--- config.mk ---
export PLATFORM = sky130hd
export DESIGN_NAME = cskip_add_sched
export DESIGN_NICKNAME = d
export VERILOG_FILES = /design/src/rtl/cskip_sched_pkg.sv /design/src/rtl/carry_skip.sv /design/src/rtl/rr_arb2.sv /design/src/rtl/cskip_add_sched.sv
export SDC_FILE = /design/constraint.sdc
export NUM_CORES = 1
export LEC_CHECK = 0
export ABC_AREA = 1
export CAP_MARGIN = 25
export CORE_ASPECT_RATIO = 1.4
export CORE_MARGIN = 2
export CORE_UTILIZATION = 45
export DETAILED_ROUTE_END_ITERATION = 8
export PLACE_DENSITY = 0.91
export SLEW_MARGIN = 20
export SYNTH_ARGS = -nofsm -noshare
export SYNTH_HDL_FRONTEND = slang
export SYNTH_SLANG_ARGS = --single-unit
--- constraint.sdc ---
create_clock -name clk -period 33.7 [get_ports clk]
set_input_delay 6.74 -clock clk [delete_from_list [all_inputs] [get_ports clk]]
set_output_delay 6.74 -clock clk [all_outputs]
set_load 0.01 [all_outputs]
--- src/rtl/cskip_sched_pkg.sv ---
// Shared types and constants for the carry-skip adder scheduler.
package cskip_sched_pkg;

  localparam int DATA_W  = 32;
  localparam int NUM_REQ = 2;

  typedef enum logic {
    S_IDLE,
    S_BUSY
  } state_e;

endpackage

--- src/rtl/carry_skip.sv ---
// Combinational carry-skip adder built from ripple blocks with a block-propagate bypass.
module carry_skip #(
  parameter int W   = 32,
  parameter int BLK = 4
) (
  input  logic [W-1:0] a_i,
  input  logic [W-1:0] b_i,
  input  logic         cin_i,
  output logic [W-1:0] s_o,
  output logic         cout_o
);

  localparam int NBLK = W / BLK;

  logic [NBLK:0] blkCarry;
  logic          rippleC;
  logic          blkProp;

  // A block whose bits all propagate passes its incoming carry straight through.
  always_comb begin
    s_o         = '0;
    blkCarry    = '0;
    rippleC     = 1'b0;
    blkProp     = 1'b0;
    blkCarry[0] = cin_i;
    for (int k = 0; k < NBLK; k++) begin
      rippleC = blkCarry[k];
      blkProp = 1'b1;
      for (int i = 0; i < BLK; i++) begin
        s_o[k*BLK+i] = a_i[k*BLK+i] ^ b_i[k*BLK+i] ^ rippleC;
        rippleC      = (a_i[k*BLK+i] & b_i[k*BLK+i]) |
                       (rippleC & (a_i[k*BLK+i] ^ b_i[k*BLK+i]));
        blkProp      = blkProp & (a_i[k*BLK+i] ^ b_i[k*BLK+i]);
      end
      blkCarry[k+1] = blkProp ? blkCarry[k] : rippleC;
    end
    cout_o = blkCarry[NBLK];
  end

endmodule

--- src/rtl/rr_arb2.sv ---
// Two-input round-robin arbiter: on a tie, the requester that did not win last time is granted.
module rr_arb2 (
  input  logic [1:0] req_i,
  input  logic       last_grant_i,
  output logic [1:0] gnt_o
);

  always_comb begin
    gnt_o = 2'b00;
    case (req_i)
      2'b01:   gnt_o = 2'b01;
      2'b10:   gnt_o = 2'b10;
      2'b11:   gnt_o = last_grant_i ? 2'b01 : 2'b10;
      default: gnt_o = 2'b00;
    endcase
  end

endmodule

--- src/rtl/cskip_add_sched.sv ---
// Arbitrates two multi-word addition streams onto one carry-skip adder with a registered result stage.
// Optional job length guard: define CSKIP_SCHED_LEN_GUARD_EN.
module cskip_add_sched
  import cskip_sched_pkg::*;
#(
  parameter int WORDS_MAX = 8
) (
  input  logic              clk,
  input  logic              rst_n,
  input  logic [1:0]        rq_valid,
  output logic [1:0]        rq_ready,
  input  logic [DATA_W-1:0] rq0_a,
  input  logic [DATA_W-1:0] rq0_b,
  input  logic [DATA_W-1:0] rq1_a,
  input  logic [DATA_W-1:0] rq1_b,
  input  logic [1:0]        rq_cin,
  input  logic [1:0]        rq_last,
  output logic              res_valid,
  input  logic              res_ready,
  output logic [DATA_W-1:0] res_sum,
  output logic              res_cout,
  output logic              res_last,
  output logic              res_id,
  output logic              res_ovf
);

  if (WORDS_MAX < 2) begin : g_words_chk
    $error("WORDS_MAX must be at least 2");
  end

  state_e            state_q;
  logic              grant_q;
  logic              last_grant_q;
  logic              first_q;
  logic              carry_q;
  logic              res_valid_q;
  logic [DATA_W-1:0] res_sum_q;
  logic              res_cout_q;
  logic              res_last_q;
  logic              res_id_q;
  logic              res_ovf_q;

  logic [NUM_REQ-1:0] gnt;
  logic [DATA_W-1:0]  opA;
  logic [DATA_W-1:0]  opB;
  logic               addCin;
  logic [DATA_W-1:0]  sum_d;
  logic               cout_d;
  logic               accept;
  logic               forceLast;
  logic               beatLast;

  rr_arb2 u_arb (
    .req_i        (rq_valid),
    .last_grant_i (last_grant_q),
    .gnt_o        (gnt)
  );

  // The stage may take a new beat whenever it is empty or draining this cycle.
  assign rq_ready = (state_q == S_BUSY && (!res_valid_q || res_ready)) ?
                    (grant_q ? 2'b10 : 2'b01) : 2'b00;
  assign accept   = (state_q == S_BUSY) && rq_valid[grant_q] && rq_ready[grant_q];
  assign opA      = grant_q ? rq1_a : rq0_a;
  assign opB      = grant_q ? rq1_b : rq0_b;
  assign addCin   = first_q ? rq_cin[grant_q] : carry_q;
  assign beatLast = rq_last[grant_q] | forceLast;

  carry_skip #(.W(DATA_W), .BLK(4)) u_add (
    .a_i    (opA),
    .b_i    (opB),
    .cin_i  (addCin),
    .s_o    (sum_d),
    .cout_o (cout_d)
  );

`ifdef CSKIP_SCHED_LEN_GUARD_EN
  localparam int CNT_W = $clog2(WORDS_MAX + 1);

  logic [CNT_W-1:0] cnt_q;

  assign forceLast = (cnt_q == CNT_W'(WORDS_MAX - 1)) && !rq_last[grant_q];

  always_ff @(posedge clk or negedge rst_n) begin
    if (!rst_n) begin
      cnt_q <= '0;
    end else if (state_q == S_IDLE) begin
      cnt_q <= '0;
    end else if (accept) begin
      cnt_q <= cnt_q + 1'b1;
    end
  end
`else
  assign forceLast = 1'b0;
`endif

  always_ff @(posedge clk or negedge rst_n) begin
    if (!rst_n) begin
      state_q      <= S_IDLE;
      grant_q      <= 1'b0;
      last_grant_q <= 1'b1;
      first_q      <= 1'b0;
      carry_q      <= 1'b0;
      res_valid_q  <= 1'b0;
      res_sum_q    <= '0;
      res_cout_q   <= 1'b0;
      res_last_q   <= 1'b0;
      res_id_q     <= 1'b0;
      res_ovf_q    <= 1'b0;
    end else begin
      case (state_q)
        S_IDLE: begin
          if (|rq_valid) begin
            grant_q <= gnt[1];
            first_q <= 1'b1;
            state_q <= S_BUSY;
          end
        end
        S_BUSY: begin
          if (accept) begin
            carry_q <= cout_d;
            first_q <= 1'b0;
            if (beatLast) begin
              last_grant_q <= grant_q;
              state_q      <= S_IDLE;
            end
          end
        end
        default: state_q <= S_IDLE;
      endcase

      if (accept) begin
        res_valid_q <= 1'b1;
        res_sum_q   <= sum_d;
        res_cout_q  <= cout_d;
        res_last_q  <= beatLast;
        res_id_q    <= grant_q;
        res_ovf_q   <= forceLast;
      end else if (res_ready) begin
        res_valid_q <= 1'b0;
      end
    end
  end

  assign res_valid = res_valid_q;
  assign res_sum   = res_sum_q;
  assign res_cout  = res_cout_q;
  assign res_last  = res_last_q;
  assign res_id    = res_id_q;
  assign res_ovf   = res_ovf_q;

endmodule

# == Word level (Yosys, flattened, before mapping) ==
# Cells that the tools add are included.
# classes
mux,32
n_bitwise,185
reduce_logical,11
eq_ne,5
n_lt_le_gt_ge,1
# op_table
operator,count
bitwise AND 1 bit,88
2-to-1 mux 32 bit,2
bitwise XOR 1 bit,64
bitwise OR 1 bit,32
2-to-1 mux 1 bit,24
2-to-1 mux 2 bit,3
case mux 2 bit (3 select lines),1
AND reduction 2 bit,3
== test 2 bit (second input constant),2
case mux 1 bit (2 select lines),2
logical AND 1 bit,3
AND reduction 3 bit,1
== test 2 x 1 -> 1 bit (second input constant),1
less-than comparator 1 x 2 -> 1 bit (second input constant),1
!= test 2 x 1 -> 1 bit (second input constant),1
!= test 2 bit (second input constant),1
nonzero test 2 bit,1
OR reduction 2 bit,1
logical NOT 1 bit,1
logical OR 1 bit,1
NOT 1 bit,1
# word_totals
ff_bits,41
wordCells,244
out_inout_bits,39

# == Longest topological paths before layout ==
# Gate-level depths: netlist of run 1.
# depth
ltp_word,75
depth_mapped,57
ltp_nobuf,56

# == Modules after synthesis ==
# Synthesis of run 1 repeated with hierarchy kept, for this count alone.
# unflattened
cells_unflattened,525
area_unflattened_um2,3888.7
# modules_own_cells
mod,seq_area_each_um2,area_each_um2,n_inst,cells_each
cskip_add_sched,1027.2,2503.7,1,396
carry_skip,0.0,1363.8,1,124
rr_arb2,0.0,21.3,1,5

# == Worst setup path before layout of run 1 ==
# OpenSTA, ideal clock, no wires.
# synth_timing
path_type,in2reg
from,in rq1_a[0]
to,reg res_sum_q[31] (netlist: res_sum[31])
setup_ns,0.077
required_time_ns,33.623
setup_slack_ns,12.638
t_arrival_ns,20.985
path_stages,52
n_path_buf,0
cell_sequence,or2_2 -> o21ai_1 -> fa_1 -> fa_1 -> inv_1 -> fa_1 -> fa_1 -> o21ai_1 -> nand2_1 -> fa_1 -> fa_1 -> fa_1 -> fa_1 -> or2_2 -> and2_1 -> fa_1 -> fa_1 -> fa_1 -> (+16 left out) -> fa_1 -> fa_1 -> fa_1 -> fa_1 -> or2_2 -> and2_1 -> fa_1 -> fa_1 -> fa_1 -> fa_1 -> nand2_1 -> nand2_1 -> fa_1 -> fa_1 -> fa_1 -> inv_1 -> fa_1 -> o21ai_1
# synth_via
elab_chain_cells,72
elab_cells_between_ends,76
# synth_rtl
element,line_no,text
"start, declared",cskip_add_sched.sv:14,"input logic [DATA_W-1:0] rq1_a,"
2-to-1 mux 32 bit *,cskip_add_sched.sv:63,assign opA = grant_q ? rq1_a : rq0_a;
bitwise XOR 1 bit,"carry_skip.sv:32, carry_skip.sv:33",
bitwise AND 1 bit,carry_skip.sv:32,(rippleC & (a_i[k*BLK+i] ^ b_i[k*BLK+i]));
bitwise OR 1 bit,carry_skip.sv:31,rippleC = (a_i[k*BLK+i] & b_i[k*BLK+i]) |
bitwise AND 1 bit,carry_skip.sv:32,
bitwise OR 1 bit,carry_skip.sv:31,
bitwise AND 1 bit,carry_skip.sv:32,
bitwise OR 1 bit,carry_skip.sv:31,
(+56 left out),-,
2-to-1 mux 1 bit *,carry_skip.sv:35,blkCarry[k+1] = blkProp ? blkCarry[k] : rippleC;
bitwise AND 1 bit *,carry_skip.sv:32,
bitwise OR 1 bit *,carry_skip.sv:31,
bitwise AND 1 bit *,carry_skip.sv:32,
bitwise OR 1 bit *,carry_skip.sv:31,
bitwise AND 1 bit *,carry_skip.sv:32,
bitwise OR 1 bit *,carry_skip.sv:31,
bitwise XOR 1 bit *,carry_skip.sv:30,s_o[k*BLK+i] = a_i[k*BLK+i] ^ b_i[k*BLK+i] ^ rippleC;
"end signal, assigned",cskip_add_sched.sv:133,res_sum_q <= sum_d;
"end, declared",cskip_add_sched.sv:37,logic [DATA_W-1:0] res_sum_q;
# Every way passes the cells marked *; elsewhere a longest branch is shown, timed or not.
# A chain may end at the register's enable or synchronous reset.

# == Worst setup path in the final report of run 1 ==
# Same ends and word-level chain as after synthesis.

==> reports/qor.yml, run 1 <==
setup_ws_ps: 11710
setup_tns_ps: 0
critical_path_depth: 53
netlist-cell-type-count: 26
final_cells: 759
syn-num-nets: 695
synth_seq_cells: 41
required_ps: 33910
avgRoutedWirePerCell_um: 13.6
tightest_slew_ps: 1020
cts-buffers-inserted: 5
rr_worst_depth: 53
fmax_mhz: 45.5
num_antenna_cells: 0
worstPathArrival_ps: 22200
antenna_left: 0
timing.rr.start: "grant_q"
std_cell_rows: 39
layout_commonest_cell: "nand2_1"
rrSetupSlack_ps: 17690
slowest_delay_ps: 450
initial_core_util: 0.459
track_usage: 0.237
dp_hpwl_um: 8290
grt_max_degree: 72
vias: 3638
postCtsSetupRepairBufs: 0
dpl_worst_slack_ps: 11480
tritoncts: "done"
drc_errors: 0
netlist_instances: 494
finalHoldViolCount: 0
ys_seq_area_frac: 0.278
via_per_inst: 4.79
dieArea_um2: 8960
die_h_um: 111
cts_max_path_buffers: 2
cp_max_fo: 2
chipWidth_um: 80.6
grt_pass1_vias: 3790
cts_sinks: 41
place_inst: 750
slew_violations: 0
drive_gt1_frac: 0.0578
synth_area_um2: 3690
skew_ps: 2.32
antenna_found_initial: 0
min-delay-path-class: "flop to flop"
path_delay_family: "adder cells"
pin_count: 176
cts.htree.levels: 2
insertion_delay_ps: 280
critical_path.most_common_cell: "fa_1"
setup_viol: 0
largest_register_ffs: 32
portBuffers: 174
max_cap_viol_count: 0
gr-total-overflow: 0
rsz0062_at_grt: "false"
gp_congestion: 0.814
end_kind: "flop"
status: "finished clean"
critPathBufInv: 4
power_density_nw_per_um2: 82.2
core-area_um2: 8050
cp-start-kind: "primary input"
cellLeakagePower_nw: 2.87
mostFrequentLayoutCells: "283 x nand2_1, 173 x clkdlybuf4s50_1, 39 x dfrtp_1"
totalWireLength_um: 10300
crit_end: "res_sum[31]"
syn2layout_area_growth_pct: 54.2
ir_worst_vdd_uv: 101
ctsHoldBuffers: 0
yosysWarnings: 0
ctsResizeCount: 0
grt_pass1_wl_um: 16900
synth_area_per_cell_um2: 7.48
layout_worst_path_cycle_share: 0.652
slew_headroom: 0.321
period_minus_slack_ps: 21990
drtIter0Drc: 145
final_nets: 857
path_clk_slew_ps: 60
setup.worst_path.start: "rq1_a[0]"
fillers: 633
critPathKind: "primary input to flop"
worstReg2RegEnd: "res_sum[31]"
cts.root.buffer_cell: "clkbuf_16"
cpMaxStageDelayCell: "fa_1"
drtPass1Iterations: 4
[routing by layer]
| metal | share of wire | vias to the layer above | track usage |
|---|---|---|---|
| met2 | 0.56 | 113 | 0.462 |
| li1 | - | 1815 | - |
| met4 | 0.026 | 0 | 0.0734 |
| met5 | 0 | - | 0 |
| met1 | 0.36 | 1692 | 0.249 |
| met3 | 0.050 | 18 | 0.0350 |
[worst reg2reg max path: cells and delay by family (launching register included)]
family	cells	cell delay [ps]
buf+inv	4	570
compound gates	3	440
flops	1	360
simple gates	14	2650
fa+ha+maj	32	11950
[cells in the mapped netlist]
master	number	area [um^2]
a21o_1	1	7.51
a21oi_1	2	10.0
a22o_1	1	8.76
and2_1	3	18.8
buf_1	3	11.3
buf_2	3	15.0
buf_4	1	7.51
buf_6	1	11.3
clkbuf_1	14	52.6
conb_1	1	3.75
dfrtp_1	40	1000
dfstp_2	1	26.3
fa_1	32	641
ha_1	32	400
inv_1	21	78.8
inv_2	2	7.51
nand2_1	283	1060
nand2_2	1	6.26
nand3_1	1	5.00
nand3_2	9	90.1
nand4_1	6	37.5
nor2_1	4	15.0
o21ai_0	10	50.1
o21ai_1	9	45.0
or2_1	1	6.26
or2_2	12	75.1
[kinds of logic after synthesis]
logic type	after synthesis	synth area share
DFF	41	0.278
other	1	0.00102
and+or+nand+nor	320	0.356
AOI/OAI and AO/OA	23	0.0329
adders and majority gates	64	0.282
buffers and inverters	45	0.0498
[where the power goes]
part	total, mW	internal, mW	switching, mW
Sequential	0.0888	0.0751	0.0138
Combinational	0.318	0.139	0.179
Clock	0.0613	0.0423	0.0190
Total	0.468	0.256	0.212
[area by class of cell]
cell class	count	area, um^2	share of cell area
Clock buffer	5	125	0.0220
Sequential cell	41	1030	0.181
Tap cell	102	128	0.0224
Timing Repair Buffer	177	1780	0.312
Multi-Input combinational cell	408	2480	0.436
Inverter	23	86.3	0.0152
Clock inverter	3	65.1	0.0114
[how the worst min path moves through the flow]
stage / depth (start not counted) / slack (ps) / end / startpoint
after floorplan: 2 / 440 / carry_q / carry_q
after global placement: 2 / 460 / res_sum[4] / res_sum[4]
after detailed placement: 2 / 460 / res_sum[28] / res_sum[28]
after CTS: 2 / 480 / res_sum[28] / res_sum[28]
after global routing: 2 / 510 / res_sum[29] / res_sum[29]
final: 2 / 480 / res_sum[2] / res_sum[2]
[per-stage QoR]
stage	power, mW	util	instance area (um^2)	hold slack [ps]
2_1_floorplan	0.292	-	3690	441
3_3_place_gp	0.389	0.680	5480	463
3_5_place_dp	0.408	0.680	5480	464
4_1_cts	0.472	0.704	5670	481
5_1_grt	0.520	0.707	5690	509
6_report	0.468	0.707	5690	478
(Power assumes the default switching activity.)
==> run 2: changes to the inputs <==
--- a/config.mk
+++ b/config.mk
@@ -9,9 +9,9 @@
 export CAP_MARGIN = 25
 export CORE_ASPECT_RATIO = 1.4
 export CORE_MARGIN = 2
-export CORE_UTILIZATION = 45
+export CORE_UTILIZATION = 38
 export DETAILED_ROUTE_END_ITERATION = 8
-export PLACE_DENSITY = 0.91
+export PLACE_DENSITY = 0.82
 export SLEW_MARGIN = 20
 export SYNTH_ARGS = -nofsm -noshare
 export SYNTH_HDL_FRONTEND = slang
==> constraint.sdc (replaced) <==
create_clock -name clk -period 19.4 [get_ports clk]
set_input_delay 3.88 -clock clk [delete_from_list [all_inputs] [get_ports clk]]
set_output_delay 3.88 -clock clk [all_outputs]
set_load 0.01 [all_outputs]
==> run 2 against run 1 <==
Utilization down 10 points. Design area rose by 0.75%. Sequential share of layout area shrank 0.13 points. Worst setup slack got worse by 11000 ps. Power up 73%. Global-route usage fell by 4.4 points.
==> reports/qor.yml, run 2 (synthesized netlist as in run 1, its figures left out) <==
track_usage: 0.192
swShare: 0.456
fmax_mhz: 53.2
holdPathEnd: "res_sum[17]"
power_density_nw_per_um2: 141
p_switching_mw: 0.370
die_h_um: 121
slowest_delay_ps: 440
finalInstanceArea_um2: 5740
pin_count: 176
cp_max_fo: 2
antenna_found_initial: 0
cellLeakagePower_nw: 2.87
grt_pass1_wl_um: 16200
insertion_delay_ps: 280
max_cap_viol_count: 0
placed_area_um2: 5490
tightest_slew_ps: 689
internal_power_mw: 0.440
finalHoldViolCount: 0
std_cell_rows: 42
cp-start-kind: "primary input"
path_clk_slew_ps: 60
status: "finished clean"
rsz0062_at_grt: "false"
period_minus_slack_ps: 18800
largest_register_ffs: 32
drive_gt1_frac: 0.0714
ir_worst_vdd_uv: 54.9
core-area_um2: 9460
slew_headroom: 0.541
worstPathArrival_ps: 18990
via_per_inst: 4.74
rrSetupSlack_ps: 2980
cts_sinks: 41
antenna_left: 0
layout_worst_path_cycle_share: 0.969
layout_commonest_cell: "nand2_1"
slew_violations: 0
cts.root.buffer_cell: "clkbuf_16"
postCtsSetupRepairBufs: 0
utilization: 0.606
worstReg2RegEnd: "res_sum[31]"
critical_path.most_common_cell: "fa_1"
cts.htree.levels: 2
setup_viol: 0
drtPass1Iterations: 6
whs_path_depth: 2
clockPowerShare: 0.117
vias: 3643
power_frac_seq: 0.188
cts_max_path_buffers: 2
totalWireLength_um: 10200
skew_ps: 3.16
required_ps: 19600
drtIter0Drc: 136
cts-buffers-inserted: 5
cpMaxStageDelayCell: "fa_1"
gp_congestion: 0.795
tritoncts: "done"
dp_hpwl_um: 8180
portBuffers: 174
grt_max_degree: 73
timing.rr.start: "grant_q"
drc_errors: 0
chipWidth_um: 87.3
grt_pass1_vias: 3589
gr-total-overflow: 0
p_comb_frac: 0.695
dieArea_um2: 10500
end_kind: "flop"
min-delay-path-class: "flop to flop"
syn2layout_area_growth_pct: 55.3
rr_worst_depth: 55
initial_core_util: 0.390
critPathKind: "primary input to flop"
num_antenna_cells: 0
final_nets: 858
mostFrequentLayoutCells: "282 x nand2_1, 173 x clkdlybuf4s50_1, 39 x dfrtp_1"
avgRoutedWirePerCell_um: 13.2
worstHoldStart: "res_sum[17]"
run 2: changes by cell type in the layout (fill, tap and decap cells not counted), sizes merged:
cell / before / now
buf: 4 / 5
bufinv: 2 / 1
clkinvlp: 0 / 1
run 2: metal layers:
layer	track usage	up-vias	part of all wire
li1	-	1819	-
met1	0.209	1708	0.36
met5	0	-	0
met4	0.0538	0	0.018
met3	0.0307	10	0.051
met2	0.371	106	0.57
run 2: repair_timing:
action,CTS,global route
endpoints found under the setup margin,0,3
hold buffers,0,0
resized for setup,0,8
run 2: worst max path at each step:
stage | endpoint | cells past startpoint | from
floorplan | res_sum[31] | 52 | rq1_a[0]
global placement | res_sum[31] | 53 | rq1_a[0]
detailed placement | res_sum[31] | 53 | rq1_a[0]
CTS | res_sum[31] | 53 | rq1_a[0]
global route | res_sum[31] | 53 | rq1_a[0]
finish | res_sum[31] | 53 | rq1_b[0]
run 2: power by group through the flow:
stage | Combinational (mW) | Clock [mW] | Sequential (mW)
after floorplan | 0.338 | 0 | 0.169
after global placement | 0.532 | 0 | 0.153
after detailed placement | 0.557 | 0 | 0.153
after CTS | 0.561 | 0.0966 | 0.153
after global routing | 0.643 | 0.101 | 0.157
final | 0.563 | 0.0949 | 0.152
run 2: layout make-up:
class / count / area, um^2
timing repair buffer: 178 / 1810
fill: 809 / 3720
clock buffer: 5 / 125
multi-input combinational: 408 / 2510
tap: 110 / 138
clock inverter: 3 / 46.3
inverter: 23 / 86.3
sequential: 41 / 1030
run 2: through the flow:
step                      worst slack [ps]  total power, mW  instances  hold WS [ps]  setup TNS, ps
after global placement                 399            0.684        758           464              0
final                                  602            0.810        768           476              0
after CTS                              237            0.810        766           482              0
after floorplan                       1200            0.507        494           441              0
after detailed placement             -35.1            0.711        758           465          -35.1
after global routing                  23.7            0.901        768           505              0
run 2: worst max-delay path: cells and delay by family:
family | cells | cell delay, ps
fa+ha+maj | 32 | 11730
simple gates | 14 | 2440
compound gates | 3 | 310
buf+inv | 4 | 600
==> run 3: changes to the inputs <==
--- a/config.mk
+++ b/config.mk
@@ -9,9 +9,9 @@
 export CAP_MARGIN = 25
 export CORE_ASPECT_RATIO = 1.4
 export CORE_MARGIN = 2
-export CORE_UTILIZATION = 38
+export CORE_UTILIZATION = 45
 export DETAILED_ROUTE_END_ITERATION = 8
-export PLACE_DENSITY = 0.82
+export PLACE_DENSITY = 0.91
 export SLEW_MARGIN = 20
 export SYNTH_ARGS = -nofsm -noshare
 export SYNTH_HDL_FRONTEND = slang
==> constraint.sdc (replaced) <==
create_clock -name clk -period 21.9 [get_ports clk]
set_input_delay 4.38 -clock clk [delete_from_list [all_inputs] [get_ports clk]]
set_output_delay 4.38 -clock clk [all_outputs]
set_load 0.01 [all_outputs]
==> run 3 against run 2 <==
Worst setup slack better by 1600 ps. Register-to-register slack gained 3100 ps. Final cell count is 1.0% lower. Wire length is 0.77% higher. Utilization is 10 points higher. Worst hold slack hardly changed. Flip-flop and latch count unchanged. Global-route usage rose by 4.2 points. Power decreased by 11%. Critical path depth stayed put. Critical endpoint unchanged. Largest cell class unchanged. Highest routed layer unchanged.
==> reports/qor.yml, run 3 (synthesized netlist as in run 1, its figures left out) <==
status: "finished clean"
drc_errors: 0
required_ps: 22100
power_density_nw_per_um2: 126
std_cell_rows: 39
die_h_um: 111
vias: 3678
antenna_left: 0
fillers: 633
cts-buffers-inserted: 5
pin_count: 176
tritoncts: "done"
ctsResizeCount: 0
final_cells: 760
path_clk_slew_ps: 60
grt_max_degree: 72
drtIter0Drc: 161
slew_headroom: 0.562
finalPower_mw: 0.723
layout_worst_path_cycle_share: 0.898
critPathKind: "primary input to flop"
num_antenna_cells: 0
slew_violations: 0
cts_max_path_buffers: 2
via_per_inst: 4.84
ir_worst_vdd_uv: 92.8
initial_core_util: 0.459
final_nets: 858
mostFrequentLayoutCells: "283 x nand2_1, 173 x clkdlybuf4s50_1, 39 x dfrtp_1"
cp_max_fo: 2
cpMaxStageDelayCell: "fa_1"
grt_pass1_vias: 3920
insertion_delay_ps: 270
end_kind: "flop"
drive_gt1_frac: 0.0593
drtPass1Iterations: 4
cp-start-kind: "primary input"
postCtsSetupRepairBufs: 0
place_inst: 750
finalHoldViolCount: 0
slowest_delay_ps: 460
rsz0062_at_grt: "false"
gp_congestion: 0.811
cts.htree.levels: 2
placed_area_um2: 5480
dpl_worst_slack_ps: 1980
antenna_found_initial: 0
layout_commonest_cell: "nand2_1"
totalWireLength_um: 10200
ctsHoldBuffers: 0
worstPathArrival_ps: 19880
critical_path.most_common_cell: "fa_1"
setup_viol: 0
portBuffers: 174
finalInstanceArea_um2: 5710
chipWidth_um: 80.6
dp_hpwl_um: 8350
dieArea_um2: 8960
grt_pass1_wl_um: 16800
utilization: 0.710
max_cap_viol_count: 0
period_minus_slack_ps: 19670
avgRoutedWirePerCell_um: 13.5
syn2layout_area_growth_pct: 54.7
gr-total-overflow: 0
setup_tns_ps: 0
cts_sinks: 41
skew_ps: 5.36
track_usage: 0.234
fmax_mhz: 50.8
setup_ws_ps: 2230
cellLeakagePower_nw: 2.88
holdWs_ps: 476
tightest_slew_ps: 657
core-area_um2: 8050
largest_register_ffs: 32
min-delay-path-class: "flop to flop"
cts.root.buffer_cell: "clkbuf_16"
run 3: worst max-delay path: cells and delay by family:
kind	cells	cell delay, ps
buf+inv	4	610
compound gates	3	430
simple gates	14	2500
fa+ha+maj	32	11950
run 3: area by class of cell:
class                      instances  area (um^2)  area share
timing repair buffer             178         1800       0.315
sequential                        41         1030       0.180
tap                              102          128      0.0223
clock buffer                       5          125      0.0219
clock inverter                     3         65.1      0.0114
multi-input combinational        408         2480       0.434
inverter                          23         86.3      0.0151
run 3: where the power goes:
part	leakage [nW]	switching, mW	internal (mW)
Sequential	0.502	0.0206	0.115
Combinational	2.29	0.277	0.216
Clock	0.0938	0.0284	0.0651
Total	2.88	0.326	0.397
run 3: path summary, 6_finish.rpt:
path,end,cells past startpoint,slack [ps],start
max,res_sum[31],53,2230,rq1_a[0]
min,res_sum[2],2,480,res_sum[2]
min in group asynchronous,res_last,1,4050,rst_n
max in group asynchronous,res_sum[10],2,17370,rst_n
max reg2reg,res_sum[31],51,6040,grant_q
min reg2reg,res_sum[2],2,480,res_sum[2]
run 3: routing by layer:
metal	global-route usage	part of all wire
met1	0.238	0.35
met2	0.466	0.57
met3	0.0277	0.045
met4	0.0825	0.031
met5	0	0
